File: config.mk
export PLATFORM = sky130hd
export DESIGN_NAME = multicycle_controlpath_flat
export DESIGN_NICKNAME = d
export VERILOG_FILES = /design/src/rtl/ctrl_pkg.sv /design/src/rtl/multicycle_controlpath_if.sv /design/src/rtl/ctrl_out_decode.sv /design/src/rtl/multicycle_controlpath.sv /design/src/flat_wrapper.sv
export SDC_FILE = /design/constraint.sdc
export NUM_CORES = 1
export LEC_CHECK = 0
export ABC_AREA = 1
export CAP_MARGIN = 0
export CORE_MARGIN = 5
export CORE_UTILIZATION = 35
export CTS_BUF_LIST = sky130_fd_sc_hd__clkbuf_4 sky130_fd_sc_hd__clkbuf_8
export CTS_CLUSTER_DIAMETER = 50
export DETAILED_ROUTE_END_ITERATION = 7
export HOLD_SLACK_MARGIN = 0.05
export SLEW_MARGIN = 5
export SYNTH_ARGS = -nofsm -noshare
export SYNTH_HDL_FRONTEND = slang
export SYNTH_HIERARCHICAL = 1
export SYNTH_SLANG_ARGS = --single-unit
File: constraint.sdc
create_clock -name clk -period 6.3 [get_ports clk]
set_clock_uncertainty 0.2 [all_clocks]
set_input_delay 1.89 -clock clk [delete_from_list [all_inputs] [get_ports clk]]
set_output_delay 1.89 -clock clk [all_outputs]
set_load 0.01 [all_outputs]
File: src/rtl/ctrl_pkg.sv
// Shared definitions for the multicycle control path.
// Holds the state encoding, RV32I opcode constants, ALUOp codes, datapath select
// encodings and the packed control word passed from the output decoder to the top.
package ctrl_pkg;

  // FSM state encoding (plain constants for compatibility with legacy tools).
  typedef logic [3:0] state_t;
  localparam state_t StBoot     = 4'd0;
  localparam state_t StFetch    = 4'd1;
  localparam state_t StDecode   = 4'd2;
  localparam state_t StExecR    = 4'd3;
  localparam state_t StExecI    = 4'd4;
  localparam state_t StAluWb    = 4'd5;
  localparam state_t StMemAddr  = 4'd6;
  localparam state_t StMemRead  = 4'd7;
  localparam state_t StMemWb    = 4'd8;
  localparam state_t StMemWrite = 4'd9;
  localparam state_t StBranch   = 4'd10;
  localparam state_t StJal      = 4'd11;
  localparam state_t StIllegal  = 4'd12;

  localparam logic [6:0] OP_R      = 7'b0110011;
  localparam logic [6:0] OP_I      = 7'b0010011;
  localparam logic [6:0] OP_LOAD   = 7'b0000011;
  localparam logic [6:0] OP_STORE  = 7'b0100011;
  localparam logic [6:0] OP_BRANCH = 7'b1100011;
  localparam logic [6:0] OP_JAL    = 7'b1101111;

  localparam logic [3:0] ALUOP_NONE   = 4'd0;
  localparam logic [3:0] ALUOP_ARITH  = 4'd1;
  localparam logic [3:0] ALUOP_BRANCH = 4'd2;
  localparam logic [3:0] ALUOP_ADD    = 4'd3;

  localparam logic       SRCA_PC  = 1'b0;
  localparam logic       SRCA_RS1 = 1'b1;

  localparam logic [1:0] SRCB_RS2  = 2'd0;
  localparam logic [1:0] SRCB_FOUR = 2'd1;
  localparam logic [1:0] SRCB_IMM  = 2'd2;

  localparam logic [1:0] PCSRC_ALU    = 2'd0;
  localparam logic [1:0] PCSRC_ALUOUT = 2'd1;

  localparam logic [1:0] M2R_ALUOUT = 2'd0;
  localparam logic [1:0] M2R_MDR    = 2'd1;
  localparam logic [1:0] M2R_PC     = 2'd2;

  typedef struct packed {
    logic [3:0] alu_op;
    logic       mem_req;
    logic       mem_we;
    logic       iord;
    logic       ir_write;
    logic       pc_write;
    logic [1:0] pc_source;
    logic       alu_src_a;
    logic [1:0] alu_src_b;
    logic       reg_write;
    logic [1:0] mem_to_reg;
    logic       retire;      // instruction completes at the end of this cycle
  } ctrl_word_t;

endpackage

File: src/rtl/multicycle_controlpath_if.sv
// Memory request/ready handshake between the control path and the memory.
//   mem_req   : access request from the controller
//   mem_we    : write qualifier, valid with mem_req
//   mem_ready : memory completes the current access this cycle
interface multicycle_controlpath_if;
  logic mem_req;
  logic mem_we;
  logic mem_ready;

  modport master (output mem_req, output mem_we, input mem_ready);
  modport slave  (input mem_req, input mem_we, output mem_ready);
endinterface

File: src/rtl/ctrl_out_decode.sv
// Purely combinational control-word decoder for the multicycle control path.
//   state        : current FSM state
//   mem_ready    : memory handshake completion
//   zero         : ALU zero flag (branch resolution)
//   funct3_0     : 0 = BEQ, 1 = BNE
//   ctrl         : datapath strobes/selects plus a retire pulse
//   illegal      : only with CTRL_TRAP_EN, high while parked in ILLEGAL
module ctrl_out_decode
  import ctrl_pkg::*;
(
  input  state_t     state,
  input  logic       mem_ready,
  input  logic       zero,
  input  logic       funct3_0,
  output ctrl_word_t ctrl
`ifdef CTRL_TRAP_EN
  ,
  output logic       illegal
`endif
);

  always_comb begin
    ctrl = '0;
`ifdef CTRL_TRAP_EN
    illegal = 1'b0;
`endif
    case (state)
      StFetch: begin
        ctrl.mem_req   = 1'b1;
        ctrl.alu_src_a = SRCA_PC;
        ctrl.alu_src_b = SRCB_FOUR;
        ctrl.alu_op    = ALUOP_ADD;
        if (mem_ready) begin
          ctrl.ir_write  = 1'b1;
          ctrl.pc_write  = 1'b1;
          ctrl.pc_source = PCSRC_ALU;
        end
      end
      StDecode: begin
        // Precompute branch/jump target into ALUOut.
        ctrl.alu_src_a = SRCA_PC;
        ctrl.alu_src_b = SRCB_IMM;
        ctrl.alu_op    = ALUOP_ADD;
      end
      StExecR: begin
        ctrl.alu_src_a = SRCA_RS1;
        ctrl.alu_src_b = SRCB_RS2;
        ctrl.alu_op    = ALUOP_ARITH;
      end
      StExecI: begin
        ctrl.alu_src_a = SRCA_RS1;
        ctrl.alu_src_b = SRCB_IMM;
        ctrl.alu_op    = ALUOP_ARITH;
      end
      StAluWb: begin
        ctrl.reg_write  = 1'b1;
        ctrl.mem_to_reg = M2R_ALUOUT;
        ctrl.retire     = 1'b1;
      end
      StMemAddr: begin
        ctrl.alu_src_a = SRCA_RS1;
        ctrl.alu_src_b = SRCB_IMM;
        ctrl.alu_op    = ALUOP_ADD;
      end
      StMemRead: begin
        ctrl.mem_req = 1'b1;
        ctrl.iord    = 1'b1;
      end
      StMemWb: begin
        ctrl.reg_write  = 1'b1;
        ctrl.mem_to_reg = M2R_MDR;
        ctrl.retire     = 1'b1;
      end
      StMemWrite: begin
        ctrl.mem_req = 1'b1;
        ctrl.mem_we  = 1'b1;
        ctrl.iord    = 1'b1;
        ctrl.retire  = mem_ready;
      end
      StBranch: begin
        ctrl.alu_src_a = SRCA_RS1;
        ctrl.alu_src_b = SRCB_RS2;
        ctrl.alu_op    = ALUOP_BRANCH;
        ctrl.pc_source = PCSRC_ALUOUT;
        ctrl.pc_write  = zero ^ funct3_0;  // taken: BEQ on zero, BNE on !zero
        ctrl.retire    = 1'b1;
      end
      StJal: begin
        ctrl.pc_write   = 1'b1;
        ctrl.pc_source  = PCSRC_ALUOUT;
        ctrl.reg_write  = 1'b1;
        ctrl.mem_to_reg = M2R_PC;
        ctrl.retire     = 1'b1;
      end
      StIllegal: begin
`ifdef CTRL_TRAP_EN
        illegal = 1'b1;
`else
        ctrl.retire = 1'b1;  // executes as a NOP
`endif
      end
      default: ;
    endcase
  end

endmodule

File: src/rtl/multicycle_controlpath.sv
// Multicycle FSM controller for the RV32I-subset core.
// Sequences fetch/decode/execute/memory/writeback, runs a memory wait-state
// watchdog and counts retired instructions.
// Ports:
//   clk, rst_n        : clock, asynchronous active-low reset
//   opcode, funct3_0  : instruction fields from IR
//   zero              : ALU zero flag
//   mem               : memory handshake (master side)
//   ALUOp .. MemtoReg : datapath strobes and selects
//   mem_timeout       : sticky watchdog flag
//   instret           : retired instruction count (wraps)
//   illegal_instr     : present only when CTRL_TRAP_EN is defined
// Build option: CTRL_TRAP_EN makes ILLEGAL a terminal trap state.
module multicycle_controlpath
  import ctrl_pkg::*;
#(
  parameter int unsigned WAIT_MAX = 15,
  parameter int unsigned CNT_W    = 32
) (
  input  logic                       clk,
  input  logic                       rst_n,
  input  logic [6:0]                 opcode,
  input  logic                       funct3_0,
  input  logic                       zero,
  multicycle_controlpath_if.master   mem,
  output logic [3:0]                 ALUOp,
  output logic                       IorD,
  output logic                       IRWrite,
  output logic                       PCWrite,
  output logic [1:0]                 PCSource,
  output logic                       ALUSrcA,
  output logic [1:0]                 ALUSrcB,
  output logic                       RegWrite,
  output logic [1:0]                 MemtoReg,
  output logic                       mem_timeout,
  output logic [CNT_W-1:0]           instret
`ifdef CTRL_TRAP_EN
  ,
  output logic                       illegal_instr
`endif
);

  localparam int unsigned WaitW = $clog2(WAIT_MAX + 1);
  // Counter holds completed wait cycles; the current one is the last allowed.
  localparam logic [WaitW-1:0] WaitLast = WaitW'(WAIT_MAX - 1);

  state_t           state_q, state_d;
  logic [WaitW-1:0] wait_cnt_q, wait_cnt_d;
  logic             timeout_q;
  logic [CNT_W-1:0] instret_q;
  ctrl_word_t       ctrl;
  logic             mem_state;
  logic             wait_limit;

  ctrl_out_decode u_decode (
    .state     (state_q),
    .mem_ready (mem.mem_ready),
    .zero      (zero),
    .funct3_0  (funct3_0),
    .ctrl      (ctrl)
`ifdef CTRL_TRAP_EN
    ,
    .illegal   (illegal_instr)
`endif
  );

  assign mem_state  = (state_q == StFetch) || (state_q == StMemRead) ||
                      (state_q == StMemWrite);
  // A ready on the limit cycle still completes the access.
  assign wait_limit = mem_state && !mem.mem_ready && (wait_cnt_q == WaitLast);

  always_comb begin
    state_d = state_q;
    case (state_q)
      StBoot:  state_d = StFetch;
      StFetch: begin
        if (mem.mem_ready)   state_d = StDecode;
        else if (wait_limit) state_d = StFetch;
      end
      StDecode: begin
        case (opcode)
          OP_R:               state_d = StExecR;
          OP_I:               state_d = StExecI;
          OP_LOAD, OP_STORE:  state_d = StMemAddr;
          OP_BRANCH:          state_d = StBranch;
          OP_JAL:             state_d = StJal;
          default:            state_d = StIllegal;
        endcase
      end
      StExecR, StExecI: state_d = StAluWb;
      StMemAddr:  state_d = (opcode == OP_LOAD) ? StMemRead : StMemWrite;
      StMemRead: begin
        if (mem.mem_ready)   state_d = StMemWb;
        else if (wait_limit) state_d = StFetch;
      end
      StMemWrite: begin
        if (mem.mem_ready || wait_limit) state_d = StFetch;
      end
      StAluWb, StMemWb, StBranch, StJal: state_d = StFetch;
`ifdef CTRL_TRAP_EN
      StIllegal: state_d = StIllegal;
`else
      StIllegal: state_d = StFetch;
`endif
      default: state_d = StBoot;
    endcase
  end

  // Clearing whenever not actively waiting also covers entry into a memory state.
  always_comb begin
    wait_cnt_d = '0;
    if (mem_state && !mem.mem_ready && !wait_limit) wait_cnt_d = wait_cnt_q + WaitW'(1);
  end

  always_ff @(posedge clk or negedge rst_n) begin
    if (!rst_n) begin
      state_q    <= StBoot;
      wait_cnt_q <= '0;
      timeout_q  <= 1'b0;
      instret_q  <= '0;
    end else begin
      state_q    <= state_d;
      wait_cnt_q <= wait_cnt_d;
      timeout_q  <= timeout_q | wait_limit;
      instret_q  <= instret_q + CNT_W'(ctrl.retire);
    end
  end

  assign mem.mem_req  = ctrl.mem_req;
  assign mem.mem_we   = ctrl.mem_we;
  assign ALUOp        = ctrl.alu_op;
  assign IorD         = ctrl.iord;
  assign IRWrite      = ctrl.ir_write;
  assign PCWrite      = ctrl.pc_write;
  assign PCSource     = ctrl.pc_source;
  assign ALUSrcA      = ctrl.alu_src_a;
  assign ALUSrcB      = ctrl.alu_src_b;
  assign RegWrite     = ctrl.reg_write;
  assign MemtoReg     = ctrl.mem_to_reg;
  assign mem_timeout  = timeout_q;
  assign instret      = instret_q;

endmodule
File: src/flat_wrapper.sv
// flat-port wrapper written by rule: the top's interface ports become plain ports
module multicycle_controlpath_flat import ctrl_pkg::*;
#(
  parameter int unsigned WAIT_MAX = 15,
  parameter int unsigned CNT_W    = 32
)
  (clk, rst_n, opcode, funct3_0, zero, ALUOp, IorD, IRWrite, PCWrite, PCSource, ALUSrcA, ALUSrcB, RegWrite, MemtoReg, mem_timeout, instret, mem_mem_req, mem_mem_we, mem_mem_ready);
  multicycle_controlpath_if mem_i ();
  input  logic clk;
  input  logic rst_n;
  input  logic [6:0] opcode;
  input  logic funct3_0;
  input  logic zero;
  output logic [3:0] ALUOp;
  output logic IorD;
  output logic IRWrite;
  output logic PCWrite;
  output logic [1:0] PCSource;
  output logic ALUSrcA;
  output logic [1:0] ALUSrcB;
  output logic RegWrite;
  output logic [1:0] MemtoReg;
  output logic mem_timeout;
  output logic [CNT_W-1:0] instret;
  output wire logic [$bits(mem_i.mem_req)-1:0] mem_mem_req;
  output wire logic [$bits(mem_i.mem_we)-1:0] mem_mem_we;
  input wire logic [$bits(mem_i.mem_ready)-1:0] mem_mem_ready;
  assign mem_mem_req = mem_i.mem_req;
  assign mem_mem_we = mem_i.mem_we;
  assign mem_i.mem_ready = mem_mem_ready;
  multicycle_controlpath #(.WAIT_MAX(WAIT_MAX), .CNT_W(CNT_W)) u_core (.clk(clk), .rst_n(rst_n), .opcode(opcode), .funct3_0(funct3_0), .zero(zero), .mem(mem_i), .ALUOp(ALUOp), .IorD(IorD), .IRWrite(IRWrite), .PCWrite(PCWrite), .PCSource(PCSource), .ALUSrcA(ALUSrcA), .ALUSrcB(ALUSrcB), .RegWrite(RegWrite), .MemtoReg(MemtoReg), .mem_timeout(mem_timeout), .instret(instret));
endmodule
---- Word level (Yosys, flattened, before mapping) ----
Index checks and enable logic that the tools add are counted.
operators by class
  $add $sub $neg .......................... 2
  equality and inequality tests ........... 20
  muxes and demuxes ....................... 18
  bitwise gates (word level) .............. 2
  reduce and logical (&&, ||, !) cells .... 18
operator list
  operator             number
  $add 32x1->32        1
  $mux 4               7
  $pmux 4 s7           1
  $eq 4x4->1 const B   6
  $pmux 4 s5           1
  $pmux 3 s3           2
  $eq 4x3->1 const B   4
  $eq 7x6->1 const B   2
  $eq 7x7->1 const B   2
  $pmux 3 s4           1
  $reduce_or 2->1      5
  $eq 4x2->1 const B   2
  $eq 7x2->1 const B   1
  $eq 7x5->1 const B   1
  $pmux 2 s3           1
  $reduce_or 3->1      2
  $reduce_or 6->1      1
  $reduce_or 5->1      1
  $add 4x1->4 const B  1
  $eq 4x1->1 const B   1
  $logic_not 4->1      1
  $mux 1               4
  $logic_and 1x1->1    3
  $logic_or 1x1->1     3
  5 further kinds      6
storage, ports and cells
  bits in registers ....................... 41
  input port bits ......................... 12

---- Logic depth before layout (Yosys ltp) ----
  depth after elaboration ................. 8
  mapped depth ............................ 15
  gate-level depth less buffers ........... 15

---- By module ----
Netlist, hierarchy kept.
modules (own cells, without submodules)
  module                  times used  cells an instance  area each (µm²)  sequential area each (µm²)
  multicycle_controlpath  1           309                2358.5           1026.0
  ctrl_out_decode         1           55                 264.0            0.0

---- Worst setup path before layout ----
No wires, ideal clock.
  path type ............................... input to output
  start ................................... input port funct3_0
  end ..................................... output port PCWrite
  data arrival time ....................... 2.187 ns
  required time ........................... 4.210 ns
  setup slack ............................. 2.023 ns
  cell stages on the path ................. 3
  buffers on the path ..................... 0
  cells stage by stage .................... xor2_1 -> nand2_1 -> nand3_1
on the way
  word-level cells in the longest chain between the ends .. 2
RTL lines
  element      line                   source
  from (decl)  flat_wrapper.sv:12     input logic funct3_0;
  $xor 1x1->1  ctrl_out_decode.sv:85  ctrl.pc_write = zero ^ funct3_0;
  $pmux 3 s3   ctrl_out_decode.sv:27  case (state)
  to (decl)    flat_wrapper.sv:17     output logic PCWrite;
No other way between the ends.

---- Worst setup path after layout ----
  start ................................... input port mem_mem_ready
  end ..................................... output port PCWrite
on the way
  word-level cells in the longest chain between the ends .. 2
RTL lines
  element      line                   source
  from (decl)  flat_wrapper.sv:27     input wire logic [$bits(mem_i.mem_ready)-1:0] mem_mem_ready;
  $mux 4       ctrl_out_decode.sv:33  if (mem_ready) begin
  $pmux 3 s3   ctrl_out_decode.sv:27
No other way between the ends.

==> qor.yml <==
outcome:
  status: "complete, no violations"
routing:
  vias: 2443
  first_iter_violations: 84
  wl_per_cell_um: 12.23
  routed_wl_um: 6457
  drtAntennaViolNets: 0
  drt-pass1-iter-count: 4
  vias_per_cell: 4.627
  drc_errors: 0
sta:
  min_period_over_period: 0.8439
  setup_tns_ns: 0
  fmax_mhz: 188.1
  setup_viol: 0
  fin_ws_ns: 0.9837
  relSlewSlack: 0.4114
  grt_setup_unrepaired: "false"
  worst_slew_pin_slew_ns: 0.8830
  maxSlewViolCount: 0
  finalHoldViolations: 0
  finalCriticalPeriod_ns: 5.316
pwr:
  p_leak_uw: 0.001562
  p_seq_frac: 0.373
  p_sw_frac: 0.3827
  p_per_area_nw_per_um2: 279.2
  p_clk_frac: 0.196
  switchingPower_uw: 364.2
  power_frac_comb: 0.431
  ir_drop_v: 0.0001429
  p_int_uw: 587.5
logic_synthesis:
  ys.warnings.count: 6
  yosys.area.top_type: "dfrtp_1"
  synthArstFlopShare: 1.000
  yosysTopAreaCellShare: 0.3912
  yosys-top-cells-area: "dfrtp_1, nand2_1, nor2_1"
  syn-instance-count: 364
  synth.distinct_cells: 25
  synthesis.area_sq_um: 2623
  seq_area_frac_synth: 0.3912
  synth_edf_count: 0
  synthFlopType: "dfrtp_1"
  ys_seq_elements: 41
  synthTopCellsByCount: "nand2_1, nor2_1, dfrtp_1"
  avgSynthCellArea_sq_um: 7.205
  yosysMostFrequentCell: "nand2_1"
critical_path:
  crit_slowest_cell: "clkdlybuf4s50_1"
  path_buf_inv: 2
  worstPathCellList: "clkdlybuf4s50_1 > nand2_1 > nand3_1 > clkdlybuf4s50_1"
  cp_top_family: "buffers and inverters"
  crit_fanout: 7
  path_common_cell: "clkdlybuf4s50_1"
  critPathRequiredTime_ns: 4.21
  critPathCaptureType: "output pin"
  worstSetupPathType: "in2out"
  r2r_cells: 15
  startpoint_type: "input pin"
  max_stage_delay_ns: 0.61
  worst-path-stages: 4
  worst_ep_arrival_time_ns: 3.23
clocking:
  clkSinkCount: 41
  cts_tree: "built"
  clk_latency_ns: 0.29
  cts_made_buffers: 5
  cts-resized-gates: 0
  path_clk_slew_ns: 0.07
  cts_buffer_depth: 2
  cts_hold_buf: 0
  htreeDepth: 2
  post_cts_buffers: 0
  cts_root_buf: "clkbuf_8"
finish:
  final_cells: 528
  nFillCells: 779
  drive_above_1_share: 0.1072
  antenna_cells: 0
  area_delta_synth_final_pct: 29.96
  finalNetCount: 444
global_routing:
  grt_start_max_net_pins: 42
  grt_overflow: 0
  antenna_found_initial: 0
  grt_pass1_wl_um: 11180
  grtUsageTotal: 0.1520
  grt_pass1_vias: 2427
placement:
  dp.cells: 520
  dp_slack_ns: 0.9784
  gp_congestion: 0.8413
  dp_hpwl_um: 5300
  portBuffers: 58
worst_hold_path:
  holdCritPathClass: "reg2reg"
  holdPathStages: 1
floorplanning:
  die_y_um: 96.56
  io_pins: 62
  initial_core_util: 0.3596
  fp.dieW_um: 96.56
  coreArea_sq_um: 7292
  row_count: 31
  dieArea_sq_um: 9324
run:
  cap_violations: 0
[cell usage in the layout (no fill, tap or decap), types with 3 or more instances in the layout]
master	n
nand2_1	127
clkdlybuf4s50_1	57
nor2_1	55
dfrtp_1	41
inv_1	28
nand3_1	19
xor2_1	14
nand3b_1	13
nor2_2	11
nand2_2	10
clkbuf_8	7
nor2_4	7
nand4_1	6
inv_2	5
xnor2_1	5
a21oi_1	4
ha_1	4
conb_1	3
[kinds of logic after synthesis]
group           share of synthesized area
other cells                      0.001430
fa+ha+maj                         0.01908
simple gates                       0.4499
xor+xnor                          0.06345
buf+inv                           0.05773
compound gates                    0.01718
flops                              0.3912
[path summary, 6_finish.rpt]
kind | to | slack (ns) | startpoint
worst max-delay path | PCWrite | 0.98 | mem_mem_ready
worst min-delay path | u_core/wait_cnt_q[0] | 0.30 | u_core/wait_cnt_q[0]
worst max register to register | u_core/instret[28] | 3.59 | u_core/state_q[2]
worst min register to register | u_core/wait_cnt_q[0] | 0.30 | u_core/wait_cnt_q[0]
max in group asynchronous | u_core/instret[14] | 3.83 | rst_n
min in group asynchronous | u_core/instret[3] | 1.52 | rst_n
[flip-flops by register name, summed over array words and instances (netlist names)]
signal	count
u_core/instret	32
u_core/mem_timeout	1
u_core/wait_cnt_q	4
u_core/state_q	4
[area by class of cell]
class / instances / area [sq um] / share of cell area
repair buffers: 58 / 575.6 / 0.1689
flip-flops and latches: 41 / 1026 / 0.3010
well taps: 99 / 123.9 / 0.03634
multi-input cells: 288 / 1453 / 0.4262
clock buffers: 7 / 96.34 / 0.02827
inverters: 34 / 128.9 / 0.03781
clock inverters: 1 / 5.005 / 0.001468
[through the flow]
step / hold slack, ns / area (sq um) / utilization / power [uW]
6_report: 0.2954 / 3408 / 0.4674 / 951.7
5_1_grt: 0.3246 / 3408 / 0.4674 / 1020
4_1_cts: 0.3028 / 3408 / 0.4674 / 962.7
3_5_place_dp: 0.2921 / 3307 / 0.4535 / 774.4
3_3_place_gp: 0.2771 / 3307 / 0.4535 / 768.1
2_1_floorplan: 0.2532 / 2630 / - / 582.5
[power groups by stage]
stage          registers [uW]  clock network [uW]  logic (uW)
4_1_cts                   356                 193         414
2_1_floorplan             354                   0         228
3_3_place_gp              361                   0         408
3_5_place_dp              360                   0         415
6_report                  355                 186         410
5_1_grt                   363                 205         452
[routing by layer]
layer	vias to the layer above	GRT usage	routed length [um]
li1	1258	-	-
met2	55	0.2655	3261
met1	1122	0.1899	2839
met4	0	0.04439	71
met5	-	0	0
met3	8	0.02943	285
Power figures use the tool's default switching activity.
